==> src/rtl/pdm_sampler_pkg.sv <==
// rtl/pdm_sampler_pkg.sv - shared constants and types for the PDM microphone front end
//
// Purpose: divider defaults, FSM state type and channel indices shared by
//          pdm_sampler, pdm_clk_gen and the downstream CIC-pair wrapper.
// Ports:   none (package).

package pdm_sampler_pkg;

    localparam int                   PDM_DIV_W       = 8;
    localparam logic [PDM_DIV_W-1:0] PDM_DIV_DEFAULT = 8'd24;

    typedef enum logic {
        PDM_IDLE = 1'b0,
        PDM_RUN  = 1'b1
    } pdm_state_t;

    localparam int PDM_CH_L = 0;
    localparam int PDM_CH_R = 1;

endpackage

==> src/rtl/pdm_clk_gen.sv <==
// rtl/pdm_clk_gen.sv - PDM clock generator with glitch-free divider update
//
// Purpose: two-state run/idle FSM, half-period counter and pdm_clk register.
//          Reports each half-period boundary as a combinational tick so the
//          capture registers update on the same edge as pdm_clk.
// Ports:
//   clk, rst          system clock, asynchronous active-high reset
//   en                run enable
//   div, div_we       new half-period divider value and its write strobe
//   pdm_clk           registered microphone clock
//   rise_tick         end of low phase this cycle (pdm_clk about to rise)
//   fall_tick         end of high phase this cycle (pdm_clk about to fall)

module pdm_clk_gen
    import pdm_sampler_pkg::*;
#(
    parameter int               DIV_W       = PDM_DIV_W,
    parameter logic [DIV_W-1:0] DIV_DEFAULT = DIV_W'(PDM_DIV_DEFAULT)
) (
    input  logic             clk,
    input  logic             rst,
    input  logic             en,
    input  logic [DIV_W-1:0] div,
    input  logic             div_we,
    output logic             pdm_clk,
    output logic             rise_tick,
    output logic             fall_tick
);

    pdm_state_t       state, state_nxt;
    logic [DIV_W-1:0] half_cntr, half_cntr_nxt;
    logic [DIV_W-1:0] div_num, div_num_nxt;
    logic [DIV_W-1:0] div_pend;
    logic             pdm_clk_nxt;

    always_ff @(posedge clk or posedge rst) begin
        if (rst) begin
            state     <= PDM_IDLE;
            half_cntr <= '0;
            div_num   <= DIV_DEFAULT;
            div_pend  <= DIV_DEFAULT;
            pdm_clk   <= 1'b0;
        end else begin
            state     <= state_nxt;
            half_cntr <= half_cntr_nxt;
            div_num   <= div_num_nxt;
            pdm_clk   <= pdm_clk_nxt;
            if (div_we) begin
                div_pend <= div;
            end
        end
    end

    always_comb begin
        state_nxt     = state;
        half_cntr_nxt = half_cntr;
        div_num_nxt   = div_num;
        pdm_clk_nxt   = pdm_clk;
        rise_tick     = 1'b0;
        fall_tick     = 1'b0;
        case (state)
            PDM_IDLE: begin
                half_cntr_nxt = '0;
                pdm_clk_nxt   = 1'b0;
                if (en) begin
                    state_nxt = PDM_RUN;
                end
            end
            PDM_RUN: begin
                if (!en) begin
                    // Stopping suppresses any boundary in this cycle.
                    state_nxt     = PDM_IDLE;
                    half_cntr_nxt = '0;
                    pdm_clk_nxt   = 1'b0;
                end else if (half_cntr == div_num) begin
                    half_cntr_nxt = '0;
                    pdm_clk_nxt   = ~pdm_clk;
                    rise_tick     = ~pdm_clk;
                    fall_tick     = pdm_clk;
                    // A write landing on the boundary itself still counts for
                    // the next half-period, so bypass div_pend here.
                    div_num_nxt   = div_we ? div : div_pend;
                end else begin
                    half_cntr_nxt = half_cntr + 1'b1;
                end
            end
            default: begin
                state_nxt     = PDM_IDLE;
                half_cntr_nxt = '0;
                pdm_clk_nxt   = 1'b0;
            end
        endcase
    end

endmodule

==> src/rtl/pdm_sampler.sv <==
// rtl/pdm_sampler.sv - PDM clock generation and left/right bit capture
//
// Purpose: drives the microphone clock and splits the shared data line into
//          left (captured at end of high phase) and right (captured at end of
//          low phase) bit streams with one-cycle new_data strobes.
// Config:  PDM_SAMPLER_STEREO_EN defined -> both channels captured;
//          undefined -> left only, din_r/new_data_r tied to 0.
// Ports:
//   clk, rst              system clock, asynchronous active-high reset
//   en                    run enable (low parks pdm_clk low)
//   div, div_we           half-period divider value and write strobe
//   pdm_data              microphone data line, asynchronous to clk
//   pdm_clk               registered microphone clock
//   din_l, new_data_l     left bit and its update strobe
//   din_r, new_data_r     right bit and its update strobe

module pdm_sampler
    import pdm_sampler_pkg::*;
#(
    parameter int               DIV_W       = PDM_DIV_W,
    parameter logic [DIV_W-1:0] DIV_DEFAULT = DIV_W'(PDM_DIV_DEFAULT)
) (
    input  logic             clk,
    input  logic             rst,
    input  logic             en,
    input  logic [DIV_W-1:0] div,
    input  logic             div_we,
    input  logic             pdm_data,
    output logic             pdm_clk,
    output logic             din_l,
    output logic             new_data_l,
    output logic             din_r,
    output logic             new_data_r
);

    logic sync_1, sync_2;
    logic rise_tick, fall_tick;

    always_ff @(posedge clk or posedge rst) begin
        if (rst) begin
            sync_1 <= 1'b0;
            sync_2 <= 1'b0;
        end else begin
            sync_1 <= pdm_data;
            sync_2 <= sync_1;
        end
    end

    pdm_clk_gen #(
        .DIV_W       (DIV_W),
        .DIV_DEFAULT (DIV_DEFAULT)
    ) u_clk_gen (
        .clk       (clk),
        .rst       (rst),
        .en        (en),
        .div       (div),
        .div_we    (div_we),
        .pdm_clk   (pdm_clk),
        .rise_tick (rise_tick),
        .fall_tick (fall_tick)
    );

    always_ff @(posedge clk or posedge rst) begin
        if (rst) begin
            din_l      <= 1'b0;
            new_data_l <= 1'b0;
        end else begin
            new_data_l <= fall_tick;
            if (fall_tick) begin
                din_l <= sync_2;
            end
        end
    end

`ifdef PDM_SAMPLER_STEREO_EN
    always_ff @(posedge clk or posedge rst) begin
        if (rst) begin
            din_r      <= 1'b0;
            new_data_r <= 1'b0;
        end else begin
            new_data_r <= rise_tick;
            if (rise_tick) begin
                din_r <= sync_2;
            end
        end
    end
`else
    logic unused_rise_tick;
    assign unused_rise_tick = rise_tick;
    assign din_r            = 1'b0;
    assign new_data_r       = 1'b0;
`endif

endmodule

==> config.mk <==
export PLATFORM = sky130hd
export DESIGN_NAME = pdm_sampler
export DESIGN_NICKNAME = d
export VERILOG_FILES = /design/src/rtl/pdm_sampler_pkg.sv /design/src/rtl/pdm_clk_gen.sv /design/src/rtl/pdm_sampler.sv
export SDC_FILE = /design/constraint.sdc
export NUM_CORES = 1
export LEC_CHECK = 0
export ABC_AREA = 1
export BUFFER_PORTS_ARGS = -buffer_cell sky130_fd_sc_hd__buf_2
export CAP_MARGIN = 20
export CORE_UTILIZATION = 51
export CTS_CLUSTER_DIAMETER = 40
export DETAILED_ROUTE_END_ITERATION = 10
export HOLD_SLACK_MARGIN = 0.02
export PLACE_DENSITY_LB_ADDON = 0.15
export SETUP_SLACK_MARGIN = 0.5
export SYNTH_ARGS = -nofsm -noshare
export SYNTH_HDL_FRONTEND = slang
export SYNTH_SLANG_ARGS = --single-unit
==> constraint.sdc <==
create_clock -name clk -period 1.2 [get_ports clk]
set_input_delay 0.24 -clock clk [delete_from_list [all_inputs] [get_ports clk]]
set_output_delay 0.24 -clock clk [all_outputs]
set_load 0.03 [all_outputs]
==> out/results.tsv, run 1 <==
stage	metric	value	unit
drt	drt.antenna.violating_nets	0	
worst_setup_path	critical_path_class	flip-flop to flip-flop	
cts	cts_made_buffers	5	
cells_and_area	layout.core_utilization	0.7290	
worst_setup_path	slowest_delay	0.58	ns
synth	synthesized_netlist_cell_count	167	
cts	post_cts_hold_buffer_count	2	
drt	routed_wirelength	2996	um
global_route	grt_pass1_vias	1137	
sta	final_max_slew_viol_count	0	
placed_design	routabilityCongestion	0.9338	
drt	dr.first_iter.drc_count	39	
synth	synth_area	1440	sq um
global_route	grt_start_max_net_pins	18	
worst_setup_path	crit_required	1.48	ns
sta	finalHoldViolations	13	
worst_setup_path	worst-path-max-fanout	8	
cells_and_area	antenna_fix_cells	0	
worst_hold_path	hp-class	input pin to asynchronous set/reset pin	
worst_setup_path	timing.critical_path.cells	inv_2 -> nand2_2 -> nand2_2 -> inv_2 -> nand2_2 -> nor2_4 -> nand2_4 -> nor2_8 -> nand2_1 -> nand2_1	
worst_setup_path	critical_path.startpoint_type	flip-flop	
cts	cts_buffer_depth	2	
power	static_power_due_to_leakage	1.010	nW
sta	fin_crit_sh	1.200	
placed_design	number_of_input_and_output_port_buffers_inserted	15	
worst_setup_path	worst-endpoint-arrival	1.72	ns
sta	setup_repair_after_global_routing_missed_its_margin	yes	
drt	firstDrtPassIters	5	
placed_design	dp_hpwl	2083	um
die	design.portCount	18	
outcome	violations	negative hold slack, negative setup slack	
die	core	2567	sq um
sta	timing.final.crit_period	1.440	ns
cells_and_area	design.final.nets	224	
sta	setup-violations-final	19	
global_route	globalRouteTotalUtil	0.2368	
synth	ys_seq_area_frac	0.5248	
global_route	grt_first_pass_wirelength	4836	um
sta	worst_slack	-0.2404	ns
cts	clk_pin_slew_worst_paths	0.10	ns
die	floorplan_die_area	3040	sq um
job	max_cap_violations	0	
power	ir_worst_vdd	0.001582	V
drt	wl_per_cell	12.43	um
global_route	grt_remaining_overflow	0	
synth	yosys_register_bits	30	
sta	timing.hold.ws	-0.1290	ns
cells_and_area	syn_to_final_growth	29.97	%
die	std_cell_rows	18	
synth	netlist-cell-type-count	26	
global_route	grt_antenna_before_repair	0	
outcome	run_status	complete, but fails checks	
worst_setup_path	reg2reg_depth	10	
worst_setup_path	timing.critical_path.to_type	flip-flop	
synth	syn-mean-instance-area	8.624	sq um
power	power_density_over_the_cells	1766	nW/um^2
worst_setup_path	crit_path_top_delay_cell	sky130_fd_sc_hd__dfstp_2	
die	floorplan.initialDensity	0.5609	
worst_setup_path	timing.critical_path.mode_cell	sky130_fd_sc_hd__nand2_2	
cts	clk-insertion-delay-late	0.33	ns
cts	cts_tree	built	
sta	clock.fmax	694.3	MHz
synth	yosysWarningCount	0	
cts	htree_levels	2	
die	die-width	55.14	um
sta	clock_skew	0.009264	ns
drt	drcViolationCount	0	
cts	cts.sinks	30	
cells_and_area	drive_above_1_share	0.3791	
die	chipHeight	55.14	um
cts	root_buffer	sky130_fd_sc_hd__clkbuf_4	
drt	routed_via_density	4.959	
drt	num_vias	1195	
[cell usage in the layout, fill, tap and decap left out, drive strengths merged]
master       synthesis  layout
inv                 22      21
nor2                16      16
dlygate4sd3          0       2
clkinvlp             0       2
dfrtp               26      26
clkbuf               0       6
dfstp                4       4
xnor2                2       2
nand2               67      67
nand4                3       3
conb                 1       2
nor3                 1       1
nand3                6       6
o21ai                2       2
clkinv               2       2
bufinv               0       1
ha                   1       1
mux2                 8       8
buf                  3      36
nor4                 1       1
a21oi                1       1
xor2                 1       1
[path summary, 6_finish.rpt]
path / start / endpoint / slack (ns)
worst min register to register: sync_1 / sync_2 / 0.36
worst max register to register: u_clk_gen.div_num[3] / u_clk_gen.div_num[3] / -0.24
worst max-delay path: u_clk_gen.div_num[3] / u_clk_gen.div_num[3] / -0.24
min in group clk: div[5] / u_clk_gen.div_pend[5] / 0.14
max in group asynchronous: rst / u_clk_gen.div_pend[4] / 0.83
worst min-delay path: rst / u_clk_gen.div_num[5] / -0.13
[per-layer routing]
metal	up-vias	wire, um	track usage
li1	598	-	-
met1	549	1262	0.2822
met2	37	1526	0.3876
met3	11	144	0.07377
met4	0	63	0.1125
met5	-	0	0
[area by class of cell]
| type | instances | area [sq um] |
|---|---|---|
| clock buffer | 6 | 41.29 |
| clock inverter | 2 | 37.54 |
| fill | 201 | 695.7 |
| inverter | 24 | 93.84 |
| multi-input combinational | 111 | 630.6 |
| sequential | 30 | 759.5 |
| tap | 30 | 37.54 |
| timing repair buffer | 38 | 271.5 |
[worst max-delay path, delay by kind of cell (launching register included)]
kind	cells	cell delay (ns)
buf+inv	2	0.10
flops	1	0.58
simple gates	8	0.70
[registers in the layout, summed over array words and instances, names as in the netlist]
name                 flops
din_l                    1
u_clk_gen.pdm_clk        1
u_clk_gen.half_cntr      8
u_clk_gen.div_pend       8
sync_2                   1
new_data_l               1
sync_1                   1
u_clk_gen.state          1
u_clk_gen.div_num        8
[metrics by stage]
step	power (W)	instance area, sq um	setup TNS (ns)	worst slack, ns	instances
global route	0.003522	1872	-5.370	-0.3292	241
finish	0.003305	1872	-3.677	-0.2404	241
detailed placement	0.002365	1709	-2.616	-0.1839	228
CTS	0.003212	1847	-3.008	-0.1988	240
global placement	0.002306	1709	-1.693	-0.1477	228
floorplan	0.002082	1496	-0.4128	-0.04350	168
[power by group]
part / internal [W] / switching, W / total (W)
logic: 0.000460 / 0.000665 / 0.00112
clock network: 0.000439 / 0.000356 / 0.000795
registers: 0.00122 / 0.000161 / 0.00138
[logic make-up (layout without fill, tap and decap cells)]
kind of cell    Yosys count  count (layout)  share of synthesized area
other cells               1               2                   0.002604
xor+xnor                  3               3                    0.01825
mux                       8               8                    0.06256
buf+inv                  27              70                    0.07644
flops                    30              30                     0.5248
compound gates            3               3                    0.01303
simple gates             94              94                     0.2937
fa+ha+maj                 1               1                   0.008687
[what timing repair did]
item,CTS,global route
buffers inserted,2,1
pin swaps,2,3
setup endpoints to repair,30,30
endpoints found under the hold margin,15,13
resized for setup,8,7
[cell usage after synthesis (all sizes together)]
cell | instances | share of area
nor2 | 16 | 0.063
dfstp | 4 | 0.073
a21oi | 1 | 0.0035
nand3 | 6 | 0.021
o21ai | 2 | 0.0096
nand4 | 3 | 0.013
clkinv | 2 | 0.0052
dfrtp | 26 | 0.45
mux2 | 8 | 0.063
nor3 | 1 | 0.0070
nor4 | 1 | 0.0043
ha | 1 | 0.0087
xnor2 | 2 | 0.012
buf | 3 | 0.014
nand2 | 67 | 0.19
xor2 | 1 | 0.0061
conb | 1 | 0.0026
inv | 22 | 0.057
Note: power is estimated with default switching activity, not from simulation.
==> run 2: changes to the inputs <==
--- a/config.mk
+++ b/config.mk
@@ -12,7 +12,7 @@
 export CTS_CLUSTER_DIAMETER = 40
 export DETAILED_ROUTE_END_ITERATION = 10
 export HOLD_SLACK_MARGIN = 0.02
-export PLACE_DENSITY_LB_ADDON = 0.15
+export PLACE_DENSITY = 0.8
 export SETUP_SLACK_MARGIN = 0.5
 export SYNTH_ARGS = -nofsm -noshare
 export SYNTH_HDL_FRONTEND = slang
==> constraint.sdc (replaced) <==
create_clock -name clk -period 1.2 [get_ports clk]
set_input_delay 0.24 -clock clk [delete_from_list [all_inputs] [get_ports clk]]
set_output_delay 0.24 -clock clk [all_outputs]
set_load 0.1 [all_outputs]
==> out/results.tsv, run 2 (same netlist as run 1, synthesis figures left out) <==
stage	metric	value	unit
outcome	run_status	complete, but fails checks	
outcome	violations	negative hold slack, negative setup slack	
drt	dr.first_iter.drc_count	41	
sta	clock_skew	0.01063	ns
cts	cts_tree	built	
sta	clock.fmax	716.5	MHz
drt	routed_via_density	5.168	
sta	finalHoldViolations	12	
cells_and_area	drive_above_1_share	0.4423	
placed_design	dp_cells	226	
placed_design	number_of_input_and_output_port_buffers_inserted	15	
job	max_cap_violations	0	
global_route	grt_remaining_overflow	0	
die	std_cell_rows	18	
cts	cts_made_buffers	5	
sta	setup-violations-final	21	
worst_hold_path	hp-class	input pin to asynchronous set/reset pin	
cts	cts_buffer_depth	2	
die	floorplan.initialDensity	0.5609	
worst_setup_path	critical_path_class	flip-flop to flip-flop	
cells_and_area	layout_commonest_cell	sky130_fd_sc_hd__nand2_1	
drt	routed_wirelength	3258	um
placed_design	routabilityCongestion	0.8905	
worst_setup_path	timing.critical_path.to_type	flip-flop	
worst_setup_path	crit_required	1.47	ns
power	seq_power_share	0.401	
die	die-width	55.14	um
drt	num_vias	1230	
worst_setup_path	timing.critical_path.cells	inv_2 -> nand2_2 -> nand2_2 -> inv_2 -> nand2_2 -> nor2_4 -> nand2_4 -> nor2_8 -> nand2_1 -> nand2_1	
die	chipHeight	55.14	um
cts	root_buffer	sky130_fd_sc_hd__clkbuf_4	
sta	setup_repair_after_global_routing_missed_its_margin	yes	
cells_and_area	most-common-layout-cells	sky130_fd_sc_hd__nand2_1 (50), sky130_fd_sc_hd__dfrtp_1 (23), sky130_fd_sc_hd__buf_4 (18), sky130_fd_sc_hd__nand2_2 (15), sky130_fd_sc_hd__inv_1 (13)	
power	static_power_due_to_leakage	1.008	nW
placed_design	dpl_ws	-0.1749	ns
worst_setup_path	slowest_delay	0.56	ns
power	combinationalPowerShare	0.376	
sta	final_max_slew_viol_count	0	
worst_setup_path	critical_path.startpoint_type	flip-flop	
die	design.portCount	18	
die	floorplan_die_area	3040	sq um
global_route	grt_first_pass_wirelength	4981	um
worst_setup_path	worst-path-max-fanout	8	
drt	wl_per_cell	13.69	um
drt	drcViolationCount	0	
cells_and_area	reg.largest.list	u_clk_gen.div_num x8, u_clk_gen.div_pend x8, u_clk_gen.half_cntr x8	
drt	drt.antenna.violating_nets	0	
global_route	grt_antenna_before_repair	0	
cells_and_area	syn_to_final_growth	32.84	%
cells_and_area	num-fill-cells	173	
power	switching_power	0.001342	W
global_route	grt_pass1_vias	1144	
global_route	globalRouteTotalUtil	0.2440	
sta	worst_slack	-0.1957	ns
cts	htree_levels	2	
power	power_switching_share	0.3828	
sta	fin_crit_sh	1.163	
cells_and_area	design.final.nets	221	
sta	timing.hold.ws	-0.1341	ns
power	clk_network_pwr_share	0.223	
die	core	2567	sq um
worst_setup_path	worst-endpoint-arrival	1.67	ns
sta	timing.final.crit_period	1.396	ns
cells_and_area	stdcell_count	238	
worst_setup_path	timing.critical_path.mode_cell	sky130_fd_sc_hd__nand2_2	
cells_and_area	antenna_fix_cells	0	
power	cellInternalPower	0.002164	W
global_route	grt_start_max_net_pins	17	
cts	clk-insertion-delay-late	0.33	ns
cts	clk_pin_slew_worst_paths	0.10	ns
cts	post_cts_hold_buffer_count	1	
power	power_density_over_the_cells	1833	nW/um^2
power	ir_worst_vdd	0.001400	V
placed_design	dp_hpwl	2247	um
cells_and_area	layout.core_utilization	0.7451	
drt	firstDrtPassIters	7	
cts	cts.sinks	30	
worst_setup_path	crit_path_top_delay_cell	sky130_fd_sc_hd__dfstp_2	
sta	setup_total_negative_slack	-3.150	ns
run 2: worst paths after layout:
path	from	to	cells past startpoint	slack (ns)
max in group asynchronous	rst	u_clk_gen.div_pend[4]	3	0.84
max	u_clk_gen.div_num[3]	u_clk_gen.div_num[4]	10	-0.20
max reg2reg	u_clk_gen.div_num[3]	u_clk_gen.div_num[4]	10	-0.20
min	rst	u_clk_gen.pdm_clk	2	-0.13
min reg2reg	sync_1	sync_2	0	0.35
min in group clk	en	u_clk_gen.state	1	0.03
run 2: metrics by stage:
step           power (W)  cell area [sq um]
2_1_floorplan   0.002150               1504
3_3_place_gp    0.002381               1747
3_5_place_dp    0.002457               1747
4_1_cts         0.003339               1868
5_1_grt         0.003701               1913
6_report        0.003506               1913
run 2: layout make-up:
cell class,count,area [sq um],area share
inverter,24,93.84,0.04905
tap,30,37.54,0.01962
multi-input combinational,112,671.9,0.3512
clock inverter,3,40.04,0.02093
clock buffer,5,37.54,0.01962
timing repair buffer,34,265.3,0.1387
sequential,30,767.0,0.4009
run 2: metal layers:
layer | track usage | share of wire | up-vias
met5 | 0 | 0 | -
met4 | 0.1125 | 0.018 | 0
met3 | 0.05738 | 0.049 | 8
met2 | 0.4177 | 0.52 | 49
met1 | 0.2882 | 0.41 | 587
li1 | - | - | 586
run 2: critical path: cells and delay by family, from the launching register on:
kind / cells / cell delay (ns)
simple gates: 8 / 0.70
flops: 1 / 0.56
buf+inv: 2 / 0.10
run 2: what timing repair did:
| item | CTS | global route |
|---|---|---|
| hold endpoints to repair | 13 | 12 |
| pin swaps | 3 | 3 |
| gates cloned | 1 | 0 |
| gates resized for setup | 7 | 17 |
| endpoints found under the setup margin | 30 | 30 |
| buffers inserted | 1 | 1 |
run 2: power groups by stage:
stage | combinational [W] | clock, W | sequential (W)
floorplan | 0.000738 | 0 | 0.00141
global placement | 0.000992 | 0 | 0.00139
detailed placement | 0.00105 | 0 | 0.00141
CTS | 0.00116 | 0.000797 | 0.00138
global route | 0.00145 | 0.000829 | 0.00143
finish | 0.00132 | 0.000783 | 0.00140
